[config.mk]
export PLATFORM = sky130hd
export DESIGN_NAME = regfile_wr_sched
export DESIGN_NICKNAME = d
export VERILOG_FILES = /design/src/rtl/regfile_wr_sched.sv
export SDC_FILE = /design/constraint.sdc
export NUM_CORES = 1
export LEC_CHECK = 0
export ABC_CLOCK_PERIOD_IN_PS = 2990
export BUFFER_PORTS_ARGS = -buffer_cell sky130_fd_sc_hd__buf_2
export CORE_MARGIN = 2
export CORE_UTILIZATION = 30
export CTS_BUF_LIST = sky130_fd_sc_hd__clkbuf_4 sky130_fd_sc_hd__clkbuf_8
export CTS_CLUSTER_SIZE = 30
export DETAILED_ROUTE_END_ITERATION = 7
export PLACE_DENSITY = 0.53
export SLEW_MARGIN = 10
export SYNTH_ARGS = -nofsm -noshare
export SYNTH_HDL_FRONTEND = slang
export SYNTH_SLANG_ARGS = --single-unit
[constraint.sdc]
create_clock -name clk -period 2.99 [get_ports clk]
set_clock_uncertainty 0.2 [all_clocks]
set_input_delay 0.598 -clock clk [delete_from_list [all_inputs] [get_ports clk]]
set_output_delay 0.598 -clock clk [all_outputs]
set_load 0.01 [all_outputs]
[src/rtl/regfile_wr_sched.sv]
// Write-port scheduler for a reg64-based register file: round-robin arbitration,
// one-hot enables two cycles ahead of commit, commit-aligned WriteData and in-flight forwarding.

module regfile_wr_sched_fwd_lane #(
  parameter int AW = 5
) (
  input  logic          i_vld,
  input  logic          i_live,
  input  logic [AW-1:0] i_addr,
  input  logic [AW-1:0] i_rd_addr,
  output logic          o_hit
);
  assign o_hit = i_vld & i_live & (i_addr == i_rd_addr);
endmodule

module regfile_wr_sched #(
  parameter int NREQ = 4,
  parameter int NREG = 32,
  parameter int AW   = 5,
  parameter int DW   = 64
) (
  input  logic               clk,
  input  logic               reset,
  input  logic [NREQ-1:0]    req,
  input  logic [NREQ*AW-1:0] req_addr,
  input  logic [NREQ*DW-1:0] req_data,
  output logic [NREQ-1:0]    gnt,
  output logic [NREG-1:0]    wr_en,
  output logic [DW-1:0]      wr_data,
  output logic [NREQ-1:0]    done,
  input  logic [AW-1:0]      rd_addr,
  output logic               fwd_hit,
  output logic [DW-1:0]      fwd_data
);
  localparam int IW     = (NREQ > 1) ? $clog2(NREQ) : 1;
  localparam int STAGES = 3;
  localparam logic [NREG-1:0] ONE_REG = {{(NREG-1){1'b0}}, 1'b1};
  localparam logic [NREQ-1:0] ONE_REQ = {{(NREQ-1){1'b0}}, 1'b1};

  // live = address maps to a writable register (not XZR, not out of range)
  typedef struct packed {
    logic          live;
    logic [IW-1:0] idx;
    logic [AW-1:0] addr;
    logic [DW-1:0] data;
  } stg_t;

  logic [IW-1:0]     r_ptr;
  logic [STAGES:1]   r_vld_pipe;
  stg_t              r_stg [1:STAGES];
  logic [NREG-1:0]   r_wr_en;
  logic [DW-1:0]     r_wr_data;
  logic [NREQ-1:0]   r_done;

  logic              w_win_vld;
  logic [IW-1:0]     w_win_idx;
  stg_t              w_win;
  logic [STAGES:1]   w_hit;

  // Rotating priority search starting at r_ptr
  always_comb begin
    int j;
    j         = 0;
    gnt       = '0;
    w_win_vld = 1'b0;
    w_win_idx = '0;
    for (int k = 0; k < NREQ; k++) begin
      j = int'(r_ptr) + k;
      if (j >= NREQ) j = j - NREQ;
      if (!w_win_vld && req[j]) begin
        w_win_vld = 1'b1;
        w_win_idx = IW'(j);
      end
    end
    if (w_win_vld) gnt[w_win_idx] = 1'b1;
  end

  always_comb begin
    w_win      = '0;
    w_win.idx  = w_win_idx;
    w_win.addr = req_addr[w_win_idx*AW +: AW];
    w_win.data = req_data[w_win_idx*DW +: DW];
    w_win.live = int'(w_win.addr) < (NREG - 1);
  end

  // Enable is registered off the winner so it lands in the cycle S1 holds it;
  // data/done are registered off S2 so they land in the cycle S3 holds it.
  always_ff @(posedge clk or negedge reset) begin
    if (!reset) begin
      r_ptr      <= '0;
      r_vld_pipe <= '0;
      for (int s = 1; s <= STAGES; s++) r_stg[s] <= '0;
      r_wr_en    <= '0;
      r_wr_data  <= '0;
      r_done     <= '0;
    end else begin
      r_vld_pipe <= {r_vld_pipe[STAGES-1:1], w_win_vld};
      r_stg[1]   <= w_win;
      for (int s = 2; s <= STAGES; s++) r_stg[s] <= r_stg[s-1];
      r_wr_en    <= (w_win_vld && w_win.live) ? (ONE_REG << w_win.addr) : '0;
      r_wr_data  <= r_vld_pipe[STAGES-1] ? r_stg[STAGES-1].data : '0;
      r_done     <= r_vld_pipe[STAGES-1] ? (ONE_REQ << r_stg[STAGES-1].idx) : '0;
      if (w_win_vld)
        r_ptr <= (w_win_idx == IW'(NREQ - 1)) ? '0 : w_win_idx + 1'b1;
    end
  end

  for (genvar s = 1; s <= STAGES; s++) begin : g_fwd
    regfile_wr_sched_fwd_lane #(.AW(AW)) u_lane (
      .i_vld     (r_vld_pipe[s]),
      .i_live    (r_stg[s].live),
      .i_addr    (r_stg[s].addr),
      .i_rd_addr (rd_addr),
      .o_hit     (w_hit[s])
    );
  end

  // Oldest first so the youngest match (S1) overrides
  always_comb begin
    fwd_data = '0;
    for (int s = STAGES; s >= 1; s--)
      if (w_hit[s]) fwd_data = r_stg[s].data;
    fwd_hit = |w_hit;
  end

  assign wr_en   = r_wr_en;
  assign wr_data = r_wr_data;
  assign done    = r_done;

endmodule

==> results of run 1 <==
cell families after synthesis:
group / after synthesis / synth area share [%]
AO/OA/AOI/OAI: 210 / 11.0
XOR/XNOR: 15 / 1.05
adder cells (fa/ha/maj): 4 / 0.401
buffers and inverters: 87 / 2.82
flip-flops: 319 / 64.0
multiplexers: 8 / 0.712
other: 1 / 0.0300
AND/OR/NAND/NOR: 535 / 20.0
worst min-delay path: stages:
cell and delay, ns:
buf_2 0.10, nand2_1 0.05, a31oi_1 0.10
cell type report:
type	count	area [µm²]
antenna	5	12.5
sequential	319	7990
clock inverter	20	186
clock buffer	81	1050
tap	532	666
timing repair buffer	592	4040
multi-input combinational	773	4440
fill	3927	22500
inverter	5	31.3
how the worst max path moves through the flow:
stage	slack, ns	from	cells past startpoint	to
after global routing	-0.56	r_stg[67]	9	fwd_data[63]
after detailed placement	-0.28	rd_addr[4]	9	fwd_data[50]
after CTS	-0.49	r_stg[68]	9	fwd_data[26]
after global placement	-0.29	rd_addr[4]	9	fwd_data[50]
final	-0.40	r_stg[68]	9	fwd_data[18]
after floorplan	0.05	rd_addr[4]	8	fwd_data[40]
through the flow:
stage          power (mW)  util, %
2_1_floorplan        9.97        -
3_3_place_gp         12.8     38.4
3_5_place_dp         12.8     38.4
4_1_cts              18.1     44.4
5_1_grt              19.2     45.0
6_report             18.2     45.0
what timing repair did:
item | in CTS | in global routing
setup buffers | 24 | 7
hold endpoints to repair | 76 | 0
endpoints found under the setup margin | 69 | 76
pin swaps | 23 | 27
gates cloned | 9 | 4
gates resized for setup | 73 | 27
hold buffers | 44 | 0
report_power, final:
| group | internal (mW) | total (mW) | leakage, nW | switching, mW |
|---|---|---|---|---|
| registers | 6.27 | 7.35 | 3.76 | 1.08 |
| clock network | 2.51 | 4.33 | 0.657 | 1.81 |
| logic | 2.88 | 6.49 | 4.65 | 3.61 |
synth_stat cells, types with 4 or more instances:
cell type,instances,share of area [%]
xor2_1,8,0.56
a21oi_1,58,2.3
buf_2,11,0.44
nand2_1,260,7.8
a22o_1,7,0.49
xnor2_1,7,0.49
mux2_2,7,0.63
and2_1,68,3.4
dfrtp_1,319,64
a31oi_1,64,3.2
nor2_1,67,2.0
and3_1,73,3.7
o21ai_0,8,0.32
clkbuf_1,66,2.0
o211ai_1,4,0.24
nor3_1,31,1.2
nand3_1,18,0.72
ha_1,4,0.40
a22oi_1,57,3.4
nand4_1,4,0.20
state kept, by name, summed over array words and instances, names as in the netlist:
| signal | cells |
|---|---|
| wr_en | 32 |
| r_ptr | 2 |
| wr_data | 64 |
| r_stg | 214 |
| r_vld_pipe | 3 |
| done | 4 |
routing by layer:
layer | part of all wire (%) | vias to the layer above | GRT usage [%]
li1 | - | 5179 | -
met1 | 44 | 5656 | 27.6
met2 | 49 | 413 | 34.1
met3 | 5.3 | 66 | 3.41
met4 | 2.5 | 0 | 7.17
met5 | 0 | - | 0
==> results.cfg, run 1 <==
[min_path]
whs_path_depth = 3
whs_endpoint = r_stg[154]
hp-start = req_data[74]
hp-class = in2reg

[clocking]
cts.clk_slew.worst_paths_ns = 0.06
cts_buffer_depth = 3
clk_latency_ns = 0.62
cts_tree = yes
cts-htree-levels = 2
cts_made_buffers = 54
cts-root-buf = clkbuf_8
numClockSinks = 319

[sta]
layout_setup_ws_ns = -0.401
whs_ns = 0.0582
min_period_over_period_pct = 113
tns_ns = -21.88
rsz0062_at_grt = yes
finalHoldViolCount = 0
fin_crit_ns = 3.39
slew_viol_final = 0
worst_pin_slew_ns = 0.819
setup_viol = 65
maxSlewHeadroom_pct = 45.1
timing.fmax_mhz = 295

[routing]
via_per_inst = 4.86
wl_um = 46400
first_iter_violations = 716
wl_per_cell_um = 19.9
vias = 11314
ant_nets = 0
firstDrtPassIters = 5
drc_errors = 0

[grt]
grt_pass1_wl_um = 68500
grt_pass1_vias = 11516
overflow = 0
grt_max_degree = 71
grt_usage_pct = 20.7
antenna_found_initial = 5

[floorplan]
rows = 74
ioPinCount = 456
die_h_um = 208
core_mm2 = 0.0409
start_util_pct = 30.5
die_w_um = 208
die-area_mm2 = 0.0432

[status]
violations = negative setup slack
status = complete, but fails checks

[critical_path]
critPathMaxFanout = 22
cp_slowest_cell = dfrtp_1
worstReg2RegEnd = r_stg[155]
regToRegStartpoint = r_ptr[0]
rrSetupSlack_ns = 0.13
ff2ff_path_depth = 11
startpoint_type = register
critPathKind = reg2out
cp_data_arrival_time_ns = 2.59
endpoint_kind = output pin
worstPathCellList = xor2_1 > nor4_2 > nand4_1 > nor2_4 > buf_4 > buf_12 > a22o_1 > mux2_2 > buf_2
path_buf_inv = 3
critPathMaxStageDelay_ns = 0.37
path_delay_family = simple AND/OR/NAND/NOR gates
required_ns = 2.19

[power]
power_density_mw_per_mm2 = 987
ir_drop_v = 0.000418
leakagePower_nw = 9.07

[logic_synthesis]
synthesis.nets = 1470
yosysWarnings = 0
seq_area_frac_synth_pct = 64.0
synthArstFlopShare_pct = 100
netlist_instances = 1179
synth-seq-cells = 319
synth-edff-count = 0
post_synth.cell_area_avg_um2 = 10.6
synth_cell_types = 46
synth_ff_type = dfrtp_1
synth_area_mm2 = 0.0125

[job]
maxCapViolCount = 0

[final_layout]
drive_gt1_share_pct = 40.2
final_common_cell = buf_2
final_nets = 2036
area_delta_synth_final_pct = 47.5
final_area_mm2 = 0.0184
instances_no_fill = 2327
layout_common_cells = buf_2, dfrtp_1, nand2_1, and3_1, clkbuf_8

[placed_design]
place.gp.congestion = 0.888
place_ws_ns = -0.284
place_area_mm2 = 0.0157
placed_cells = 2136
port_buffers = 455
hpwl_um = 30800
No activity file was read; power rests on OpenSTA's default activity.
==> run 2, diff against run 1 <==
- RECOVER_POWER: default -> 25
- SLEW_MARGIN: 10 -> 20
- SYNTH_HIERARCHICAL: default -> 1
==> results.cfg, run 2 <==
[sta]
timing.fmax_mhz = 309
slew_viol_final = 68
finalHoldViolCount = 0
worst_pin_slew_ns = 2.09
min_period_over_period_pct = 108
layout_setup_ws_ns = -0.246
rsz0062_at_grt = yes
setup_viol = 66
fin_crit_ns = 3.24
maxSlewHeadroom_pct = -39.6

[logic_synthesis]
ys_top_cells_by_area = dfrtp_1, nand2_1, a22oi_1
synth_ff_type = dfrtp_1
synth_top_area_cell = dfrtp_1
yosysTopAreaCellShare_pct = 64.0
synth-seq-cells = 319
yosysMostFrequentCell = nand2_1
post_synth.cell_area_avg_um2 = 10.5
synth_common_cells = nand2_1, dfrtp_1, and3_1, o21ai_0, and2_1
synth_area_mm2 = 0.0125
synth-edff-count = 0
netlist_instances = 1191
synthesis.nets = 1482
synthArstFlopShare_pct = 100
seq_area_frac_synth_pct = 64.0
yosysWarnings = 6
synth_cell_types = 44

[critical_path]
critPathMaxFanout = 16
required_ns = 2.19
critPathMaxStageDelay_ns = 0.40
startpoint_type = register
worstReg2RegEnd = r_stg[147]
worstPathCellList = xnor2_1 > nand4_1 > nor2_4 > buf_12 > nor2b_4 > buf_12 > buf_12 > a22oi_2 > o21ai_2 > buf_2
rrSetupSlack_ns = 0.09
path_delay_family = buffers and inverters
cp.depth = 10
regToRegStartpoint = r_ptr[1]
cp_common_cell = buf_12
cp_data_arrival_time_ns = 2.44
path_buf_inv = 4
cp-startpoint = r_stg[136]
ff2ff_path_depth = 12
endpoint_kind = output pin
cp_slowest_cell = dfrtp_1
critPathCapture = fwd_data[8]
critPathKind = reg2out

[final_layout]
drive_gt1_share_pct = 40.7
final_area_mm2 = 0.0184
final_common_cell = buf_2
largest_register = r_stg
largest_reg_flops = 214
layout_common_cells = buf_2, nand2_1, dfrtp_1, clkbuf_8, buf_4
area_delta_synth_final_pct = 47.8
final_core_util_pct = 45.0
final_nets = 2062

[clocking]
cts-htree-levels = 2
clk_latency_ns = 0.61
cts-root-buf = clkbuf_8
cts_buffer_depth = 3
cts_made_buffers = 56
numClockSinks = 319
cts.clk_slew.worst_paths_ns = 0.06
cts_tree = yes

[routing]
via_per_inst = 4.76
vias = 11202
wl_per_cell_um = 19.8
firstDrtPassIters = 5
ant_nets = 0
wl_um = 46500
first_iter_violations = 599
drc_errors = 0

[status]
violations = max-capacitance violations, max-slew violations, negative setup slack
status = complete, but fails checks

[floorplan]
rows = 74
core_mm2 = 0.0409
die-area_mm2 = 0.0432
die_h_um = 208
ioPinCount = 456
die_w_um = 208
start_util_pct = 30.5

[power]
power_density_mw_per_mm2 = 989
intPower_mw = 11.6
p_comb_share_pct = 35.7
p_sw_mw = 6.67
switching_share_pct = 36.6
pwr-share-clk_pct = 23.6
leakagePower_nw = 8.91
ir_drop_v = 0.000503
sequentialPowerShare_pct = 40.7

[job]
maxCapViolCount = 1

[placed_design]
port_buffers = 455
hpwl_um = 32500
place_ws_ns = -0.133
place_area_mm2 = 0.0158
place.gp.congestion = 0.943

[grt]
grt_usage_pct = 21.0
overflow = 0
grt_max_degree = 72
grt_pass1_vias = 11407
antenna_found_initial = 4
grt_pass1_wl_um = 69300

[min_path]
hp-class = in2reg
## run 2: changes by cell type after synthesis, moves of 6 or more
cell / previous run / this run
mux2_2: 7 / 0
o21ai_0: 8 / 72
xnor2_1: 7 / 15
a22o_1: 7 / 0
a22oi_1: 57 / 63
nor2_1: 67 / 12
a21oi_1: 58 / 1
nand2_1: 260 / 326
xor2_1: 8 / 0
## run 2: metrics by stage
step                      cells  setup TNS [ns]  power (mW)  hold WS [ns]
after CTS                  2340          -17.07        18.1      0.000229
after global routing       2351          -23.33        19.3        0.0180
after detailed placement   2165           -1.29        13.1         0.139
final                      2353          -11.59        18.2        0.0641
after global placement     2165          -0.986        13.1         0.132
after floorplan            1191               0        10.0         0.102
## run 2: power by group through the flow
stage	combinational, mW	clock (mW)	sequential [mW]
3_3_place_gp	5.74	0	7.35
6_report	6.50	4.31	7.41
5_1_grt	7.04	4.65	7.66
3_5_place_dp	5.76	0	7.36
4_1_cts	6.28	4.45	7.38
2_1_floorplan	2.71	0	7.31
## run 2: timing repair
action,4_1_cts,5_1_grt
hold buffers,47,0
gates resized for setup,103,52
pin swaps,12,19
endpoints found under the setup margin,69,93
setup buffers,21,8
endpoints found under the hold margin,88,0
cloned,4,1
## run 2: cell type report
cell class / instances / area, µm²
antenna: 5 / 12.5
clock buffer: 91 / 1180
clock inverter: 12 / 78.8
fill: 3975 / 22500
inverter: 4 / 30.0
multi-input combinational: 785 / 4530
sequential: 319 / 7990
tap: 532 / 666
timing repair buffer: 605 / 3950
## run 2: how the worst min path moves through the flow
stage | startpoint | end | slack [ns] | cells after the start
final | req_data[241] | r_stg[193] | 0.06 | 3
after global routing | req_data[95] | r_stg[175] | 0.02 | 3
after CTS | req_data[227] | r_stg[179] | 0.0002 | 3
after detailed placement | r_stg[213] | r_stg[141] | 0.14 | 0
after global placement | r_stg[214] | r_stg[142] | 0.13 | 0
after floorplan | reset | done[0] | 0.10 | 0
## run 2: metal layers
metal	wire [µm]	global-route usage, %
met5	16	0
met4	1820	9.15
met3	2710	4.78
met2	21900	33.0
met1	20100	28.0
## run 2: cell families after synthesis
group / share of synthesized area [%]
AOI/OAI and AO/OA: 11.3
and+or+nand+nor: 20.4
other: 0.0301
buffers and inverters: 2.84
xor gates and xnor gates: 1.05
DFF: 64.0
adders and majority gates: 0.401
## run 2: worst reg2reg max path, stage by stage, from the launching register on
cell,delay [ns]
dfrtp_2,0.46
and4b_4,0.22
a21o_4,0.19
nor2_4,0.23
buf_4,0.16
buf_4,0.09
buf_4,0.09
buf_4,0.17
buf_16,0.28
nand2_1,0.13
and3_1,0.17
a31oi_1,0.32
buf_4,0.18
==> run 3, diff against run 2 <==
- ABC_AREA: default -> 1
- PLACE_DENSITY: 0.53 -> 0.52
==> results.cfg, run 3 <==
[clocking]
cts_made_buffers = 53
numClockSinks = 319
clk_latency_ns = 0.61
cts-htree-levels = 2
cts.clk_slew.worst_paths_ns = 0.06
cts_tree = yes
cts-root-buf = clkbuf_8
cts_buffer_depth = 3

[logic_synthesis]
netlist_instances = 1324
synth_cell_types = 29
synthesis.nets = 1615
ys_top_cells_by_area = dfrtp_1, nor2_1, o32ai_2
post_synth.cell_area_avg_um2 = 10.1
yosysWarnings = 6
seq_area_frac_synth_pct = 59.9
yosysMostFrequentCell = dfrtp_1
yosysTopAreaCellShare_pct = 59.9
synth_top_area_cell = dfrtp_1
synth_common_cells = dfrtp_1, nor2_1, nand2_1, inv_1, o21ai_0
synthArstFlopShare_pct = 100
synth-seq-cells = 319
synth_ff_type = dfrtp_1
synth-edff-count = 0
synth_area_mm2 = 0.0133

[floorplan]
die_h_um = 215
die_w_um = 215
core_mm2 = 0.0440
ioPinCount = 456
die-area_mm2 = 0.0461
rows = 77
start_util_pct = 30.3

[final_layout]
seq_area_mm2 = 0.00799
instances_no_fill = 2494
largest_reg_flops = 214
final_area_mm2 = 0.0187
final_nets = 2148
final_core_util_pct = 42.6
largest_register = r_stg
area_delta_synth_final_pct = 40.8
multi_input_area_mm2 = 0.00483
fillers = 4410
final_common_cell = buf_2
drive_gt1_share_pct = 42.8
layout_common_cells = buf_2, dfrtp_1, nor2_1, nand2_1, inv_1

[power]
pwr-share-clk_pct = 16.2
p_sw_mw = 11.4
switching_share_pct = 44.2
sequentialPowerShare_pct = 30.3
intPower_mw = 14.3
p_comb_share_pct = 53.5
power_density_mw_per_mm2 = 1370
ir_drop_v = 0.00168
leakagePower_nw = 9.44

[status]
status = complete, but fails checks
violations = max-capacitance violations, max-slew violations, negative setup slack

[routing]
via_per_inst = 4.61
drc_errors = 0
wl_per_cell_um = 18.3
firstDrtPassIters = 5
wl_met3_um = 2570
vias = 11508
top_layer_used = met5
ant_nets = 0
drt-met1-wl_um = 20200
dr_wl_met2_um = 21600
first_iter_violations = 673
wl_um = 45600

[critical_path]
startpoint_type = register
cp_data_arrival_time_ns = 2.39
worstPathCellList = buf_6 > nand2_4 > nand2_4 > nand2_4 > nand2_4 > nor2_8 > nand3_4 > nand2_4 > nand2_4 > buf_12 > ha_4 > nand2_1 > inv_1 > buf_2
required_ns = 2.19
critPathMaxStageDelay_ns = 0.44
critPathKind = reg2out
path_buf_inv = 4
cp_common_cell = nand2_4
endpoint_kind = output pin
critPathMaxFanout = 8
cp_slowest_cell = dfrtp_2
path_delay_family = simple AND/OR/NAND/NOR gates

[sta]
maxSlewHeadroom_pct = -3.41
min_period_over_period_pct = 107
finalHoldViolCount = 0
layout_setup_ws_ns = -0.198
setup_viol = 65
rsz0062_at_grt = yes
fin_crit_ns = 3.19
slew_viol_final = 48
timing.fmax_mhz = 314
worst_pin_slew_ns = 1.55

[grt]
grt_pass1_vias = 11563
overflow = 0
grt_max_degree = 98
grt_pass1_wl_um = 67900
grt_usage_pct = 19.1
antenna_found_initial = 10

[job]
maxCapViolCount = 1

[placed_design]
port_buffers = 455
place_area_mm2 = 0.0165
placed_cells = 2338
hpwl_um = 31500
place_ws_ns = -0.189
place.gp.congestion = 0.913

[min_path]
hp-class = in2reg
-- run 3: cell types whose count changed in the layout (fill, tap and decap cells not counted), moves of 50 or more --
cell and change:
nor2_1 +230, o32ai_2 +55, and3_1 -73, a31oi_1 -60, inv_1 +99, and2_1 -64, nand2_1 -118, o21ai_1 +50
-- run 3: metal layers --
layer	GRT usage (%)	vias to the layer above
met1	25.5	5588
met2	30.7	371
met5	0	-
met4	5.86	10
li1	-	5449
met3	4.76	90
-- run 3: area by class of cell --
type / count / area share [%]
Inverter: 113 / 2.34
Multi-Input combinational cell: 809 / 25.7
Antenna cell: 7 / 0.0934
Sequential cell: 319 / 42.6
Tap cell: 592 / 3.95
Clock inverter: 11 / 0.581
Clock buffer: 82 / 5.65
Timing Repair Buffer: 561 / 19.0
-- run 3: cell families after synthesis --
kind of cell             share of synthesized area [%]
AND/OR/NAND/NOR                                   17.0
flip-flops                                        59.9
AO/OA/AOI/OAI                                     15.8
buffers and inverters                             6.51
XOR/XNOR                                         0.395
adder cells (fa/ha/maj)                          0.376
other                                           0.0282
-- run 3: through the flow --
stage	hold slack (ns)	setup TNS, ns	power, mW
4_1_cts	0.00120	-11.27	25.6
6_report	0.0582	-7.23	25.7
2_1_floorplan	0.102	0	16.0
3_3_place_gp	0.132	-0.248	20.3
5_1_grt	0.00850	-19.57	27.7
3_5_place_dp	0.135	-0.337	20.4
-- run 3: worst min-delay path, cell delays in order --
cell	delay, ns
buf_2	0.08
o21ai_1	0.07
o32ai_2	0.08
-- run 3: what timing repair did --
item,in CTS,in global routing
endpoints found under the setup margin,68,69
gates resized for setup,121,58
gates cloned,4,3
hold buffers,10,0
pin swaps,32,26
hold endpoints to repair,52,0
buffers inserted,24,15
-- run 3: power groups by stage --
| stage | sequential (mW) | combinational (mW) | clock [mW] |
|---|---|---|---|
| after floorplan | 7.66 | 8.34 | 0 |
| after global placement | 7.77 | 12.6 | 0 |
| after detailed placement | 7.78 | 12.7 | 0 |
| after CTS | 7.77 | 13.5 | 4.32 |
| after global routing | 8.03 | 15.1 | 4.51 |
| final | 7.78 | 13.7 | 4.17 |
-- run 3: final timing paths --
| path | end | startpoint | cells after the start | slack [ns] |
|---|---|---|---|---|
| setup / recovery | gnt[3] | r_ptr[0] | 14 | -0.20 |
| min in group asynchronous | wr_data[33] | reset | 2 | 0.69 |
| hold reg to reg | r_stg[142] | r_stg[214] | 0 | 0.15 |
| max in group asynchronous | r_vld_pipe[2] | reset | 2 | 0.71 |
| hold / removal | r_stg[200] | req_data[248] | 3 | 0.06 |
| setup reg to reg | r_stg[155] | r_ptr[0] | 16 | 0.22 |
